### config.mk
export PLATFORM = sky130hd
export DESIGN_NAME = half_adder_core
export DESIGN_NICKNAME = d
export VERILOG_FILES = /design/src/rtl/half_adder_core.sv
export SDC_FILE = /design/constraint.sdc
export NUM_CORES = 1
export LEC_CHECK = 0
export BUFFER_PORTS_ARGS = -buffer_cell sky130_fd_sc_hd__buf_2
export CAP_MARGIN = 20
export CORE_UTILIZATION = 25
export CTS_CLUSTER_SIZE = 16
export DETAILED_ROUTE_END_ITERATION = 7
export GPL_ROUTABILITY_DRIVEN = 1
export PLACE_DENSITY = 0.42
export SLEW_MARGIN = 20
export SYNTH_ARGS = -nofsm -noshare
export SYNTH_HDL_FRONTEND = slang
export SYNTH_SLANG_ARGS = --single-unit
### constraint.sdc
create_clock -name clk -period 2.5 [get_ports clk]
set_clock_uncertainty 0.1 [all_clocks]
set_input_delay 0.5 -clock clk [delete_from_list [all_inputs] [get_ports clk]]
set_output_delay 0.5 -clock clk [all_outputs]
set_load 0.02 [all_outputs]
### src/rtl/half_adder_core.sv
// half_adder_core: bank of independent 1-bit half adders with a registered
// copy of the results and a saturating carry-event counter for debug.
module half_adder_core #(
  parameter int unsigned WIDTH = 1,
  parameter int unsigned CNT_W = 16
) (
  input  logic             clk,
  input  logic             rst,
  input  logic [WIDTH-1:0] a,
  input  logic [WIDTH-1:0] b,
  input  logic             in_valid,
  output logic [WIDTH-1:0] sum,
  output logic [WIDTH-1:0] carry,
  output logic [WIDTH-1:0] sum_q,
  output logic [WIDTH-1:0] carry_q,
  output logic             out_valid,
  output logic [CNT_W-1:0] carry_count
);

  // Width needed to hold a popcount of WIDTH lanes.
  localparam int unsigned PopW = $clog2(WIDTH + 1);
  localparam int unsigned ExtW = CNT_W + PopW;

  logic [PopW-1:0]  carry_pop;
  logic [ExtW-1:0]  count_ext;
  logic [CNT_W-1:0] count_d;
  logic [CNT_W-1:0] count_q;

  // Lanes are independent; no carry ripples between them.
  assign sum   = a ^ b;
  assign carry = a & b;

  // Count how many lanes produce a carry this cycle.
  always_comb begin
    carry_pop = '0;
    for (int unsigned i = 0; i < WIDTH; i++) begin
      carry_pop = carry_pop + PopW'(carry[i]);
    end
  end

  // Widened add, then clamp at all-ones so the counter never wraps.
  always_comb begin
    count_ext = {{PopW{1'b0}}, count_q} + {{CNT_W{1'b0}}, carry_pop};
    if (count_ext[ExtW-1:CNT_W] != '0) begin
      count_d = '1;
    end else begin
      count_d = count_ext[CNT_W-1:0];
    end
  end

  // Registered results and counter; reset wins over a simultaneous in_valid.
  always_ff @(posedge clk) begin
    if (rst) begin
      sum_q     <= '0;
      carry_q   <= '0;
      out_valid <= 1'b0;
      count_q   <= '0;
    end else begin
      out_valid <= in_valid;
      if (in_valid) begin
        sum_q   <= sum;
        carry_q <= carry;
        count_q <= count_d;
      end
    end
  end

  assign carry_count = count_q;

endmodule

==> results.cfg <==
[floorplanning]
fp-row-count = 21
die_height_um = 60.89
floorplan.io_pins = 26
die-width_um = 60.89
core_area_mm2 = 0.003337
initial_core_util_pct = 25.98
die-area_mm2 = 0.003708

[worst_setup_path]
worstSetupStartpointType = input pin
cp_max_fo = 10
worstReg2RegEnd = carry_count[9]$_SDFFE_PP0P_
cp_data_arrival_time_ns = 2.06
ff2ff_path_depth = 5
reg2reg_setup_slack_ns = 0.67
criticalPathCategory = input pin to register
cp_data_required_time_ns = 2.62
setup.worst_path.end_class = register
critical_path.reg2reg.startpoint = carry_count[0]$_SDFFE_PP0P_

[synth]
seq_area_frac_synth_pct = 43.87
post_synth_instance_area_um2 = 867.1
yosysUniqueCellTypes = 30
postSynth.asyncResetShare_pct = 0
syn-num-nets = 99
yosysTopAreaCell = sky130_fd_sc_hd__dfxtp_1
syn_avg_cell_area_um2 = 9.528
synth.area.top_cells = sky130_fd_sc_hd__dfxtp_1 44%, sky130_fd_sc_hd__a21oi_1 6.9%, sky130_fd_sc_hd__xnor2_1 6.1%
ys.warnings.count = 0
yosysMostFrequentCell = sky130_fd_sc_hd__dfxtp_1
postSynthCellCount = 91
synthDominantCellAreaShare_pct = 43.87
synth_ff_type = sky130_fd_sc_hd__dfxtp_1
ys_ff_latch = 19
ys_top_cells_by_count = 19 x sky130_fd_sc_hd__dfxtp_1, 12 x sky130_fd_sc_hd__a21oi_1, 7 x sky130_fd_sc_hd__nand2_1, 7 x sky130_fd_sc_hd__nor2_1, 6 x sky130_fd_sc_hd__xnor2_1
number_of_enable_type_register_cells_in_the_synthesized_netlist = 0

[global_route]
grtUsageTotal_pct = 11.64
grt_start_max_net_pins = 20
first_global_vias = 679
grt_first_pass_wirelength_um = 3167
grt_antenna_before_repair = 0
grt_overflow = 0

[min_path]
hold_path_end = carry_count[15]$_SDFFE_PP0P_
hold-path-cell-count = 2
min-delay-start = carry_count[15]$_SDFFE_PP0P_
hold_path.class = register to register

[place]
placement.cell_area_mm2 = 0.001035
placed_cells = 159
finalWeightedCongestion = 0.7527
numPortBuffers = 25
detailedPlacementHpwl_um = 1378

[cts]
postCtsSetupBuffers = 0
cts_root_buffer = sky130_fd_sc_hd__clkbuf_4
cts_htree_levels = 1
hold_bufs_at_cts = 0
post_cts.resized_instances = 0
cts.reportedPaths.clkPinSlew_ns = 0.10
clkLatencyLatePin_ns = 0.29
maximum_clock_insertion_buffer_count = 2
cts_num_sinks = 19
cts_tree = yes
cts_buffers = 3

[drt]
drc = 0
via_count = 759
detail_route.vias_per_cell = 4.656
first_iter_violations = 67
postRouteAntennaNets = 0
routedWlPerCell_um = 11.53
routed_wirelength_um = 1880
drt_first_pass_iters = 4

[sta]
max_slew_margin_pct = 74.07
finalSetupTns_ns = 0
max_freq_ghz = 0.5155
timing.hold.ws_ns = 0.3997
period_needed_ns = 1.940
slew_viol_final = 0
hold_violations = 0
grt_setup_unrepaired = no
fin_crit_sh_pct = 77.59
slew_at_the_pin_closest_to_its_max_slew_limit_ns = 0.3861
setup_viol_count_final = 0

[run]
drv.max_cap_violation_count = 0

[final_layout]
final_layout_size_suffix_gt1_share_pct = 28.21
area_growth_syn_to_layout_pct = 22.37
final_cells = 163
layout.cell_area.non_filler_mm2 = 0.001061
insertedDiodeCount = 0
final_net_count = 126

[power_and_ir_drop]
design_power_total_mw = 0.4998
vdd.ir_drop.worst_mv = 0.1569
pwr_density_mw_per_mm2 = 471.1
leakagePower_nw = 0.4401

[run_status]
outcome = completed
## cells by family after synthesis
family / after synthesis / synth area share, %
buffers and inverters: 5 / 2.597
flip-flops: 19 / 43.87
XOR/XNOR: 8 / 8.081
AO/OA/AOI/OAI: 20 / 14.00
AND/OR/NAND/NOR: 33 / 23.67
adder cells (fa/ha/maj): 3 / 4.329
multiplexers: 3 / 3.463
## layout make-up
cell class | instances | area (um^2)
Fill cell | 369 | 2276
Multi-Input combinational cell | 67 | 464.2
Sequential cell | 19 | 380.4
Timing Repair Buffer | 25 | 125.1
Tap cell | 46 | 57.56
Clock buffer | 4 | 26.28
Inverter | 2 | 7.507
## stage by stage
step / setup WS, ns / util [%]
after detailed placement: 0.2098 / 31.01
after global placement: 0.2708 / 31.01
after floorplan: 0.3521 / -
after CTS: 0.5235 / 31.80
final: 0.5602 / 31.80
after global routing: 0.4136 / 31.80
## power breakdown
group          total, mW  switching (mW)  internal, mW
Clock              0.155          0.0927        0.0620
Combinational     0.0360          0.0232        0.0129
Sequential         0.309         0.00250         0.307
Total              0.500           0.118         0.381
## worst max-delay path: stages
cell and delay, ns:
sky130_fd_sc_hd__buf_2 0.08, sky130_fd_sc_hd__ha_1 0.20, sky130_fd_sc_hd__ha_1 0.25, sky130_fd_sc_hd__nand4_4 0.16, sky130_fd_sc_hd__nor4_4 0.46, sky130_fd_sc_hd__nand2_2 0.23
sky130_fd_sc_hd__a21oi_1 0.18
## layer usage
metal	share of wire (%)	vias up	GRT usage, %
li1	-	383	-
met1	52	353	15.72
met2	42	21	17.43
met3	4.8	2	3.198
met4	0.85	0	4.870
met5	0	-	0
## worst max path at each step
stage | startpoint | cells past startpoint | slack [ns] | endpoint
after detailed placement | a | 7 | 0.21 | carry_count[9]$_SDFFE_PP0P_
after CTS | a | 7 | 0.52 | carry_count[9]$_SDFFE_PP0P_
after global routing | a | 7 | 0.41 | carry_count[14]$_SDFFE_PP0P_
after floorplan | a | 6 | 0.35 | carry_count[12]$_SDFFE_PP0P_
final | a | 7 | 0.56 | carry_count[9]$_SDFFE_PP0P_
after global placement | a | 7 | 0.27 | carry_count[4]$_SDFFE_PP0P_
## layout by cell type, fill, tap and decap left out, types with 4 or more instances in the layout
| master | instances |
|---|---|
| sky130_fd_sc_hd__nor3_1 | 4 |
| sky130_fd_sc_hd__nor2_1 | 7 |
| sky130_fd_sc_hd__buf_2 | 25 |
| sky130_fd_sc_hd__xnor2_1 | 6 |
| sky130_fd_sc_hd__dfxtp_1 | 19 |
| sky130_fd_sc_hd__nand2_1 | 7 |
| sky130_fd_sc_hd__a21oi_1 | 12 |
## flip-flops by register name, indices dropped and copies added, names as in the netlist
register and flops:
carry_count 16, out_valid 1, sum_q 1, carry_q 1
No activity file was read; power rests on OpenSTA's default activity.
